`src/rtl/debouncer_pkg.sv`:
```
// Shared constants and helpers for the switch debouncer.
`timescale 1ns/1ps
package debouncer_pkg;
    localparam int DEB_N_MAX_DEFAULT       = 50;
    localparam int DEB_SYNC_STAGES_DEFAULT = 2;

    // Counter must hold 0..N_MAX without wrapping.
    function automatic int deb_cnt_width(input int n_max);
        return $clog2(n_max + 1);
    endfunction
endpackage

```
`src/rtl/sync_ff_chain.sv`:
```
// Multi-flop synchronizer for a single asynchronous bit; flops clear on reset.
`timescale 1ns/1ps
module sync_ff_chain #(
    parameter int SYNC_STAGES = 2
) (
    input  logic clk,
    input  logic rst_a_p,
    input  logic d,
    output logic q
);
    logic [SYNC_STAGES-1:0] r_sync;

    always_ff @(posedge clk) begin
        if (rst_a_p) r_sync <= '0;
        else         r_sync <= {r_sync[SYNC_STAGES-2:0], d};
    end

    assign q = r_sync[SYNC_STAGES-1];
endmodule

```
`src/rtl/debouncer.sv`:
```
// Switch debouncer: synchronize, then accept a new level after N_MAX stable cycles.
// Optional one-cycle edge pulses are enabled with DEBOUNCER_EDGE_PULSE_EN.
`timescale 1ns/1ps
module debouncer
    import debouncer_pkg::*;
#(
    parameter int N_MAX       = DEB_N_MAX_DEFAULT,
    parameter int SYNC_STAGES = DEB_SYNC_STAGES_DEFAULT
) (
    input  logic clk,
    input  logic rst_a_p,
    input  logic debouncer_in,
`ifdef DEBOUNCER_EDGE_PULSE_EN
    output logic rise_pulse,
    output logic fall_pulse,
`endif
    output logic debouncer_out
);
    localparam int               CNT_W    = deb_cnt_width(N_MAX);
    localparam logic [CNT_W-1:0] CNT_LAST = CNT_W'(N_MAX - 1);

    logic             w_in_s;
    logic             w_flip;
    logic [CNT_W-1:0] r_cnt;
    logic             r_out;

    sync_ff_chain #(.SYNC_STAGES(SYNC_STAGES)) u_sync (
        .clk     (clk),
        .rst_a_p (rst_a_p),
        .d       (debouncer_in),
        .q       (w_in_s)
    );

    // Output takes the new level on the edge that completes the stable run.
    assign w_flip = (w_in_s != r_out) && (r_cnt == CNT_LAST);

    always_ff @(posedge clk) begin
        if (rst_a_p) begin
            r_cnt <= '0;
            r_out <= 1'b0;
        end else if (w_in_s == r_out) begin
            r_cnt <= '0;
        end else if (w_flip) begin
            r_out <= w_in_s;
            r_cnt <= '0;
        end else begin
            r_cnt <= r_cnt + CNT_W'(1);
        end
    end

    assign debouncer_out = r_out;

`ifdef DEBOUNCER_EDGE_PULSE_EN
    logic r_rise;
    logic r_fall;

    always_ff @(posedge clk) begin
        if (rst_a_p) begin
            r_rise <= 1'b0;
            r_fall <= 1'b0;
        end else begin
            r_rise <= w_flip &  w_in_s;
            r_fall <= w_flip & ~w_in_s;
        end
    end

    assign rise_pulse = r_rise;
    assign fall_pulse = r_fall;
`endif
endmodule

```
`config.mk`:
```
export PLATFORM = sky130hd
export DESIGN_NAME = debouncer
export DESIGN_NICKNAME = d
export VERILOG_FILES = /design/src/rtl/debouncer_pkg.sv /design/src/rtl/sync_ff_chain.sv /design/src/rtl/debouncer.sv
export SDC_FILE = /design/constraint.sdc
export NUM_CORES = 1
export LEC_CHECK = 0
export BUFFER_PORTS_ARGS = -buffer_cell sky130_fd_sc_hd__buf_2
export CAP_MARGIN = 10
export CORE_AREA = 2 2 39 41
export CTS_BUF_LIST = sky130_fd_sc_hd__clkbuf_16
export DETAILED_ROUTE_END_ITERATION = 12
export DIE_AREA = 0 0 41 43
export GPL_TIMING_DRIVEN = 0
export PLACE_DENSITY = 0.48
export SLEW_MARGIN = 5
export SYNTH_ARGS = -nofsm -noshare
export SYNTH_HDL_FRONTEND = slang
export SYNTH_SLANG_ARGS = --single-unit
```
`constraint.sdc`:
```
create_clock -name clk -period 1.1 [get_ports clk]
set_input_delay 0.11 -clock clk [delete_from_list [all_inputs] [get_ports clk]]
set_output_delay 0.11 -clock clk [all_outputs]
set_load 0.005 [all_outputs]
```
==> results.yml, run 1 <==
hold_path:
  hold_depth: 2
  hold_path.class: "input pin to flop"
clocking:
  cts.reportedPaths.clkPinSlew_ps: 40
  cts_buffers: 3
  cts.path.max_buffers: 2
  h-tree-depth: 1
  clock_latency_ps: 230
  cts_sinks: 9
  tritoncts: "built"
  ctsRootBufferMaster: "clkbuf_16"
critical_path:
  crit_required_ps: 1270
  crit_path_start: "r_cnt[5]"
  worstReg2RegEnd: "r_cnt[5]"
  setup.worst_path.end: "r_cnt[5]"
  r2r-start: "r_cnt[5]"
  r2r_cells: 3
  crit_arrival_ps: 1260
  start_kind: "flop"
  r2r_slack_ps: 9
  cp_max_fo: 6
  endpoint_kind: "flop"
  timing.setup.critical_path_class: "flop to flop"
logic_synthesis:
  ys_seq_area_share_pct: 50.53
  syn_area_um2: 356.6
  synth_area_per_cell_um2: 9.905
  synthesis.nets: 41
  synth.distinct_cells: 17
  synth_seq_cells: 9
  yosysWarnings: 0
  synthCells: 36
timing:
  period_needed_ps: 1091
  tightest_slew_ps: 196.0
  skew_ps: 1.057
  max_freq_ghz: 0.9168
  hold_viol_final: 0
  maxSlewHeadroom_pct: 86.79
  rsz0062_at_grt: "yes"
  period_share_pct: 99.16
  drv_slew: 0
  worst_slack_ps: 9.274
  setup_viol: 0
layout:
  drive_above_1_share_pct: 42.22
  syn2layout_area_growth_pct: 44.91
  final_nets: 51
  final_util_pct: 37.34
  layoutNonFillerInstCount: 61
  antenna_cells: 0
power:
  power.leakage_nw: 0.1901
  power.share.clock_pct: 63.9
  internal_power_mw: 0.8160
  peakVddDrop_v: 0.0009192
  p_sw_mw: 0.1585
  seq_power_share_pct: 34.5
  swShare_pct: 16.27
  power_frac_comb_pct: 1.7
  pwr_density_cell_nw_per_um2: 1886
  p_total_mw: 0.9745
global_route:
  grt_max_degree: 7
  grt_usage_pct: 9.265
  grt_overflow: 0
  first_global_vias: 255
  antenna_found_initial: 0
  grt_pass1_wl_um: 1014
placed_design:
  gp_congestion: 0.6467
  place_inst: 55
  place_ws_ps: -82.47
  portBuffers: 3
  dp_hpwl_um: 376.3
run_status:
  status: "finished, final reports clean"
detailed_routing:
  ant_nets: 0
  drc: 0
  first_pass_iters: 2
  dr_total_vias: 264
  wl_um: 610
  wl_per_cell_um: 10.00
  drtIter0Drc: 1
  viasPerCell: 4.328
die:
  die_area_um2: 1763
  start_util_pct: 25.77
  io_pins: 4
  die_w_um: 41
  rows: 14
  die_h_um: 43
  core_area_um2: 1384
run:
  drv_cap: 0
-- area by class of cell --
type | count | area [um^2]
fillers | 148 | 867.1
multi-input cells | 25 | 195.2
repair buffers | 5 | 30.03
flip-flops and latches | 9 | 185.2
inverters | 2 | 7.507
clock inverters | 1 | 3.754
clock buffers | 3 | 75.07
well taps | 16 | 20.02
-- per-layer routing --
metal | track usage (%) | share of wire (%) | vias up
met5 | 0 | 0 | -
met4 | 8.000 | 2.0 | 0
met3 | 6.283 | 5.1 | 2
met2 | 10.63 | 44 | 4
met1 | 11.04 | 48 | 119
li1 | - | - | 139
-- Yosys cell counts (all sizes together) --
cell type | count | area [um^2]
a31o | 1 | 8.760
o21ai | 1 | 5.000
dfxtp | 9 | 180.2
nand3 | 3 | 15.01
ha | 2 | 25.02
a21oi | 2 | 13.76
nand2 | 1 | 3.750
a311o | 1 | 11.26
xor2 | 2 | 17.52
nand4 | 1 | 6.260
or3 | 1 | 6.260
inv | 2 | 7.510
nor2 | 5 | 18.77
nor2b | 2 | 12.51
nor3b | 1 | 7.510
xnor2 | 2 | 17.52
-- layout by cell type (no fill, tap or decap) --
| master | Yosys | final |
|---|---|---|
| nand2_1 | 1 | 1 |
| nand4_1 | 1 | 1 |
| nor3b_4 | 0 | 1 |
| dfxtp_2 | 0 | 4 |
| ha_4 | 0 | 1 |
| o21ai_0 | 1 | 1 |
| nor2b_1 | 2 | 2 |
| dfxtp_1 | 9 | 5 |
| xor2_1 | 2 | 2 |
| buf_2 | 0 | 3 |
| nor2_1 | 5 | 4 |
| ha_1 | 2 | 1 |
| a31o_2 | 1 | 1 |
| a21oi_1 | 1 | 1 |
| clkbuf_16 | 0 | 3 |
| a311o_2 | 1 | 1 |
| nor2_2 | 0 | 1 |
| inv_2 | 0 | 1 |
| nand3_1 | 3 | 3 |
| a21oi_2 | 1 | 1 |
| xnor2_1 | 2 | 2 |
| inv_1 | 2 | 2 |
| or3_1 | 1 | 1 |
| buf_4 | 0 | 2 |
-- through the flow --
step	TNS (ps)	cell area [um^2]	hold WS, ps
floorplan	0	356.6	179.1
global placement	-500.1	391.6	318.9
detailed placement	-459.1	391.6	324.7
CTS	0	508.0	81.28
global route	-178.5	516.7	90.96
finish	0	516.7	81.39
-- worst max-delay path, stage by stage (launching register included) --
cell and delay [ps]:
dfxtp_1 310, nor3b_4 150, a311o_2 450, a21oi_2 110
-- registers in the layout, indices dropped and copies added (netlist names) --
register / flops
debouncer_out: 1
u_sync.r_sync: 2
r_cnt: 6
-- power by group through the flow --
| stage | Sequential (mW) | Combinational (mW) | Clock, mW |
|---|---|---|---|
| 2_1_floorplan | 0.340 | 0.00755 | 0 |
| 3_3_place_gp | 0.341 | 0.0136 | 0 |
| 3_5_place_dp | 0.340 | 0.0135 | 0 |
| 4_1_cts | 0.336 | 0.0159 | 0.637 |
| 5_1_grt | 0.337 | 0.0182 | 0.653 |
| 6_report | 0.336 | 0.0162 | 0.622 |
-- cells by family after synthesis --
family                   Yosys count  share of synthesized area [%]
flip-flops                         9                          50.53
AND/OR/NAND/NOR                   14                          19.65
buffers and inverters              2                          2.106
adder cells (fa/ha/maj)            2                          7.016
AO/OA/AOI/OAI                      5                          10.88
XOR/XNOR                           4                          9.826
-- repair_timing --
action	4_1_cts	5_1_grt
setup buffers	2	0
pin swaps	4	1
endpoints found under the setup margin	6	6
gates cloned	0	0
gates resized for setup	8	2
hold buffers	0	0
-- how the worst min path moves through the flow --
stage,endpoint,start,slack (ps)
finish,u_sync.r_sync[1],rst_a_p,80
global route,debouncer_out,rst_a_p,90
CTS,debouncer_out,rst_a_p,80
detailed placement,debouncer_out,rst_a_p,320
global placement,u_sync.r_sync[1],rst_a_p,320
floorplan,debouncer_out,rst_a_p,180
Note: power is estimated with default switching activity, not from simulation.
==> run 2, diff against run 1 <==
- CTS_CLUSTER_SIZE: default -> 8
- SYNTH_HIERARCHICAL: default -> 1
==> run 2 against run 1 <==
  * The run now ends with setup timing left
  * First-iteration DRC count is 100% lower
  * Worst hold slack got worse by 3.1 ps
  * Synthesized cell count shrank 5.6%
  * Wire length is 16% higher
  * Area after synthesis fell by 1.8%
  * Via count rose by 0.38%
  * Power about the same
  * Largest cell class unchanged
  * Highest routed layer unchanged
==> results.yml, run 2 <==
detailed_routing:
  wl_um: 707
  drtIter0Drc: 0
  ant_nets: 0
  viasPerCell: 4.492
  drc: 0
  first_pass_iters: 1
  dr_total_vias: 265
  wl_per_cell_um: 11.98
timing:
  setup_tns_ps: -787.4
  skew_ps: 0.4977
  worst_slack_ps: -125.4
  period_needed_ps: 1225
  maxSlewHeadroom_pct: 83.96
  max_freq_ghz: 0.8160
  period_share_pct: 111.4
  tightest_slew_ps: 238.1
  rsz0062_at_grt: "yes"
  hold_viol_final: 0
  drv_slew: 0
  setup_viol: 7
logic_synthesis:
  synth-edff-count: 0
  synth_seq_cells: 9
  syn_area_um2: 350.3
  synthTopCellsByCount: "9 x dfxtp_1, 5 x nor2_1, 3 x nand3_1"
  synth.top_cell.area_share_pct: 51.43
  synthesis.nets: 39
  yosysWarnings: 6
  synth_area_per_cell_um2: 10.30
  ys_async_sr_fraction_pct: 0
  synth.top_cells.by_area: "dfxtp_1 51%, ha_1 7.1%, nor2_1 5.4%, xnor2_1 5.0%, xor2_1 5.0%"
  synth_ff_type: "dfxtp_1"
  synthMostInstantiatedCell: "dfxtp_1"
  synth_area_leader_cell: "dfxtp_1"
  synthCells: 34
  ys_seq_area_share_pct: 51.43
  synth.distinct_cells: 15
layout:
  syn2layout_area_growth_pct: 47.86
  layoutNonFillerInstCount: 59
  regMostFlops: "r_cnt"
  final_common_cell: "dfxtp_1"
  layout_common_cells: "7 x dfxtp_1, 5 x nor2_1, 3 x clkbuf_16, 3 x buf_2"
  antenna_cells: 0
  drive_above_1_share_pct: 39.53
  final_util_pct: 37.43
  largest_reg_flops: 6
  final_nets: 49
clocking:
  clock_latency_ps: 230
  cts_sinks: 9
  cts.reportedPaths.clkPinSlew_ps: 40
  cts_buffers: 3
  tritoncts: "built"
  h-tree-depth: 1
  cts.path.max_buffers: 2
  ctsRootBufferMaster: "clkbuf_16"
die:
  core_area_um2: 1384
  die_h_um: 43
  rows: 14
  start_util_pct: 25.32
  io_pins: 4
  die_area_um2: 1763
  die_w_um: 41
critical_path:
  timing.setup.critical_path_class: "flop to flop"
  cp_slowest_stage_delay_ps: 380
  cp.buffers_inverters: 1
  crit_arrival_ps: 1400
  critPathTopFamily: "compound AO/OA/AOI/OAI gates"
  critPathSlowestCell: "a211o_1"
  crit_required_ps: 1270
  cp.depth: 5
  cp_max_fo: 6
  r2r_cells: 5
  path_cells: "inv_2 > ha_4 > nor4bb_4 > a211o_1 > nor2_1"
  start_kind: "flop"
  endpoint_kind: "flop"
placed_design:
  place_inst: 53
  gp_congestion: 0.6195
  dp_hpwl_um: 432.3
  portBuffers: 3
global_route:
  grt_usage_pct: 11.09
  grt_pass1_wl_um: 1131
  grt_overflow: 0
  grt_max_degree: 7
  antenna_found_initial: 0
  first_global_vias: 270
power:
  peakVddDrop_v: 0.0009172
  pwr_density_cell_nw_per_um2: 1881
  power.leakage_nw: 0.1882
run_status:
  violations: "setup timing"
  status: "finished with violations"
hold_path:
  hold_depth: 2
  hold_path.class: "input pin to flop"
run:
  drv_cap: 0
==> run 2: cell count changes in the layout (fill, tap and decap cells not counted), sizes merged <==
cell / delta
a211o: +1
a21bo: +1
a311o: -1
a31o: -1
inv: -1
nand4: -1
nor3b: -1
nor4bb: +1
==> run 2: kinds of logic (layout without fill, tap and decap cells) <==
group / count (synthesis) / count (layout) / share of synthesized area [%]
adder cells (fa/ha/maj): 2 / 2 / 7.142
flip-flops: 9 / 9 / 51.43
XOR/XNOR: 4 / 4 / 10.00
AND/OR/NAND/NOR: 13 / 13 / 20.71
buffers and inverters: 1 / 10 / 1.070
AO/OA/AOI/OAI: 5 / 5 / 9.642
==> run 2: worst reg2reg max path, stage by stage, from the launching register on <==
cell and delay, ps:
dfxtp_2 320, inv_2 40, ha_4 140, nor4bb_4 150
a211o_1 380, nor2_1 130
==> run 2: cell type report <==
cell class                 count  area [um^2]
clock inverter                 1        3.754
multi-input combinational     24        200.2
sequential                     9        185.2
clock buffer                   3        75.07
tap                           16        20.02
fill                         146        865.8
timing repair buffer           5        30.03
inverter                       1        3.754
==> run 2: metrics by stage <==
step | setup WS (ps) | power (mW) | hold WS [ps] | area [um^2]
after CTS | -102.2 | 0.9964 | 73.43 | 498.0
final | -125.4 | 0.9745 | 78.24 | 518.0
after detailed placement | -108.7 | 0.3555 | 321.4 | 409.1
after floorplan | -28.52 | 0.3482 | 179.1 | 374.1
after global placement | -95.61 | 0.3539 | 310.1 | 409.1
after global routing | -200.7 | 1.020 | 78.18 | 518.0
==> run 2: power by group <==
group          switching, mW  total, mW  internal [mW]
logic                0.00657     0.0150        0.00846
clock network          0.151      0.625          0.474
registers            0.00370      0.335          0.331
==> run 2: routing by layer <==
metal / track usage, % / part of all wire [%]
met2: 15.63 / 57
met3: 7.853 / 6.2
met5: 0 / 0
met4: 10.00 / 2.7
met1: 9.772 / 34
==> run 2: what timing repair did <==
item	in CTS	in global routing
hold buffers	0	0
resized for setup	1	3
buffers inserted	1	1
setup endpoints to repair	6	7
pin swaps	3	7
hold endpoints to repair	0	0
cloned	0	0
==> run 2: worst paths after layout <==
path / startpoint / to / slack, ps
hold / removal: rst_a_p / debouncer_out / 80
setup reg to reg: r_cnt[1] / r_cnt[4] / -130
hold reg to reg: r_cnt[0] / r_cnt[0] / 450
setup / recovery: r_cnt[1] / r_cnt[4] / -130
==> run 3, diff against run 2 <==
- BUFFER_PORTS_ARGS: -buffer_cell sky130_fd_sc_hd__buf_2 -> default
- DONT_BUFFER_PORTS: default -> 1
- PLACE_DENSITY: 0.48 -> 0.45
- RECOVER_POWER: default -> 25
==> run 3 against run 2 <==
  * The run still ends with setup timing left
  * Sequential cell count stayed put
  * Register-to-register slack better by 30 ps
  * Critical endpoint is now debouncer_out
  * Worst setup slack better by 34 ps
  * Sequential share of layout area is 0.68 points higher
  * Cell area is 1.2% lower
  * Critical path type unchanged
  * First-iteration DRC count is 4 higher
  * Worst hold slack worse by 59 ps
==> results.yml, run 3 (synthesis gave the netlist of run 2 again) <==
layout:
  final-seq-area_um2: 186.4
  final_common_cell: "dfxtp_1"
  antenna_cells: 0
  multi_input_area_um2: 197.7
  layoutNonFillerInstCount: 57
  final_util_pct: 36.98
  drive_above_1_share_pct: 31.71
  layout_common_cells: "6 x dfxtp_1, 5 x nor2_1, 3 x nand3_1, 3 x clkbuf_16"
  syn2layout_area_growth_pct: 46.07
  final_nets: 47
  fillerInstances: 144
  largest_reg_flops: 6
  regMostFlops: "r_cnt"
global_route:
  grt_max_degree: 7
  grt_pass1_wl_um: 1166
  gr-max-usage-layer: "met2"
  antenna_found_initial: 0
  grt_usage_pct: 10.90
  grt_overflow: 0
  first_global_vias: 279
  use_met1_pct: 13.40
  grtUsageMet3_pct: 9.424
  met2_usage_pct: 13.44
timing:
  tightest_slew_ps: 223.0
  worst_slack_ps: -91.18
  period_share_pct: 108.3
  setup_viol: 7
  setup_tns_ps: -545.8
  skew_ps: 3.744
  rsz0062_at_grt: "yes"
  hold_viol_final: 0
  period_needed_ps: 1191
  drv_slew: 0
  maxSlewHeadroom_pct: 85.11
  max_freq_ghz: 0.8395
placed_design:
  dp_hpwl_um: 386
  portBuffers: 0
  place_ws_ps: -127.6
  gp_congestion: 0.7000
  place_inst: 50
critical_path:
  start_kind: "flop"
  endpoint_kind: "flop"
  cp_max_fo: 2
  r2r-start: "r_cnt[1]"
  r2r_cells: 6
  timing.setup.critical_path_class: "flop to flop"
  crit_arrival_ps: 1360
  crit_required_ps: 1270
  worstReg2RegEnd: "debouncer_out"
  r2r_slack_ps: -90
die:
  start_util_pct: 25.32
  die_area_um2: 1763
  rows: 14
  die_h_um: 43
  core_area_um2: 1384
  die_w_um: 41
  io_pins: 4
hold_path:
  holdCritStartpoint: "debouncer_in"
  whs_endpoint: "u_sync/r_sync[0]"
  hold_depth: 1
  hold_path.class: "input pin to flop"
clocking:
  cts_buffers: 3
  tritoncts: "built"
  cts_sinks: 9
  cts.reportedPaths.clkPinSlew_ps: 40
  ctsRootBufferMaster: "clkbuf_16"
  h-tree-depth: 1
  clock_latency_ps: 230
  cts.path.max_buffers: 2
detailed_routing:
  drtIter0Drc: 4
  viasPerCell: 4.316
  dr_total_vias: 246
  drc: 0
  wl_um: 662
  wl_per_cell_um: 11.61
  first_pass_iters: 3
  ant_nets: 0
power:
  power.leakage_nw: 0.1798
  pwr_density_cell_nw_per_um2: 1911
  peakVddDrop_v: 0.0009363
run_status:
  status: "finished with violations"
  violations: "setup timing"
run:
  drv_cap: 0
-- run 3: cell types whose count changed in the layout (fill, tap and decap cells not counted) --
cell           delta
dfxtp_2           +1
nand3_2           -1
dfxtp_1           -1
nand3_1           +1
buf_2             -3
a21oi_1           +1
a21bo_4           +1
a21oi_2           -1
a21bo_2           -1
dlygate4sd3_1     +1
-- run 3: timing repair --
item / in CTS / in global routing
pin swaps: 6 / 3
endpoints found under the setup margin: 6 / 7
gates resized for setup: 2 / 2
hold buffers: 1 / 0
setup buffers: 2 / 0
endpoints found under the hold margin: 3 / 0
gates cloned: 0 / 0
-- run 3: worst max path at each step --
stage	startpoint	depth (start not counted)	slack [ps]	to
final	r_cnt[1]	6	-90	debouncer_out
after global routing	r_cnt[1]	5	-170	r_cnt[5]
after CTS	r_cnt[1]	5	-110	r_cnt[5]
after detailed placement	r_cnt[1]	5	-130	r_cnt[5]
after global placement	r_cnt[0]	4	-90	r_cnt[2]
after floorplan	r_cnt[1]	5	-30	r_cnt[5]
-- run 3: power by group --
group	switching, mW	total, mW	internal, mW
Sequential	0.00304	0.334	0.331
Clock	0.155	0.630	0.475
Combinational	0.00614	0.0146	0.00846
-- run 3: critical path: stages (launching register included) --
cell and delay (ps):
dfxtp_2 320, inv_2 40, ha_4 140, nor4bb_4 140
buf_4 140, a21bo_4 200, a21oi_2 130
-- run 3: through the flow --
| step | cell area (um^2) | total power, mW | hold WS [ps] |
|---|---|---|---|
| after CTS | 504.2 | 0.9966 | 27.87 |
| final | 511.7 | 0.9782 | 19.10 |
| after detailed placement | 394.1 | 0.3507 | 181.1 |
| after global placement | 394.1 | 0.3497 | 179.5 |
| after global routing | 511.7 | 1.022 | 24.58 |
| after floorplan | 374.1 | 0.3482 | 179.1 |
-- run 3: area by class of cell --
type / instances / share of cell area (%)
Inverter: 1 / 0.7335
Clock buffer: 3 / 14.67
Multi-Input combinational cell: 24 / 38.63
Timing Repair Buffer: 3 / 4.890
Sequential cell: 9 / 36.43
Clock inverter: 1 / 0.7335
Tap cell: 16 / 3.912
-- run 3: layer usage --
metal  part of all wire [%]  wire length, um
met5                      0                0
met4                      0                0
met3                    5.9               39
met2                     49              325
met1                     45              297
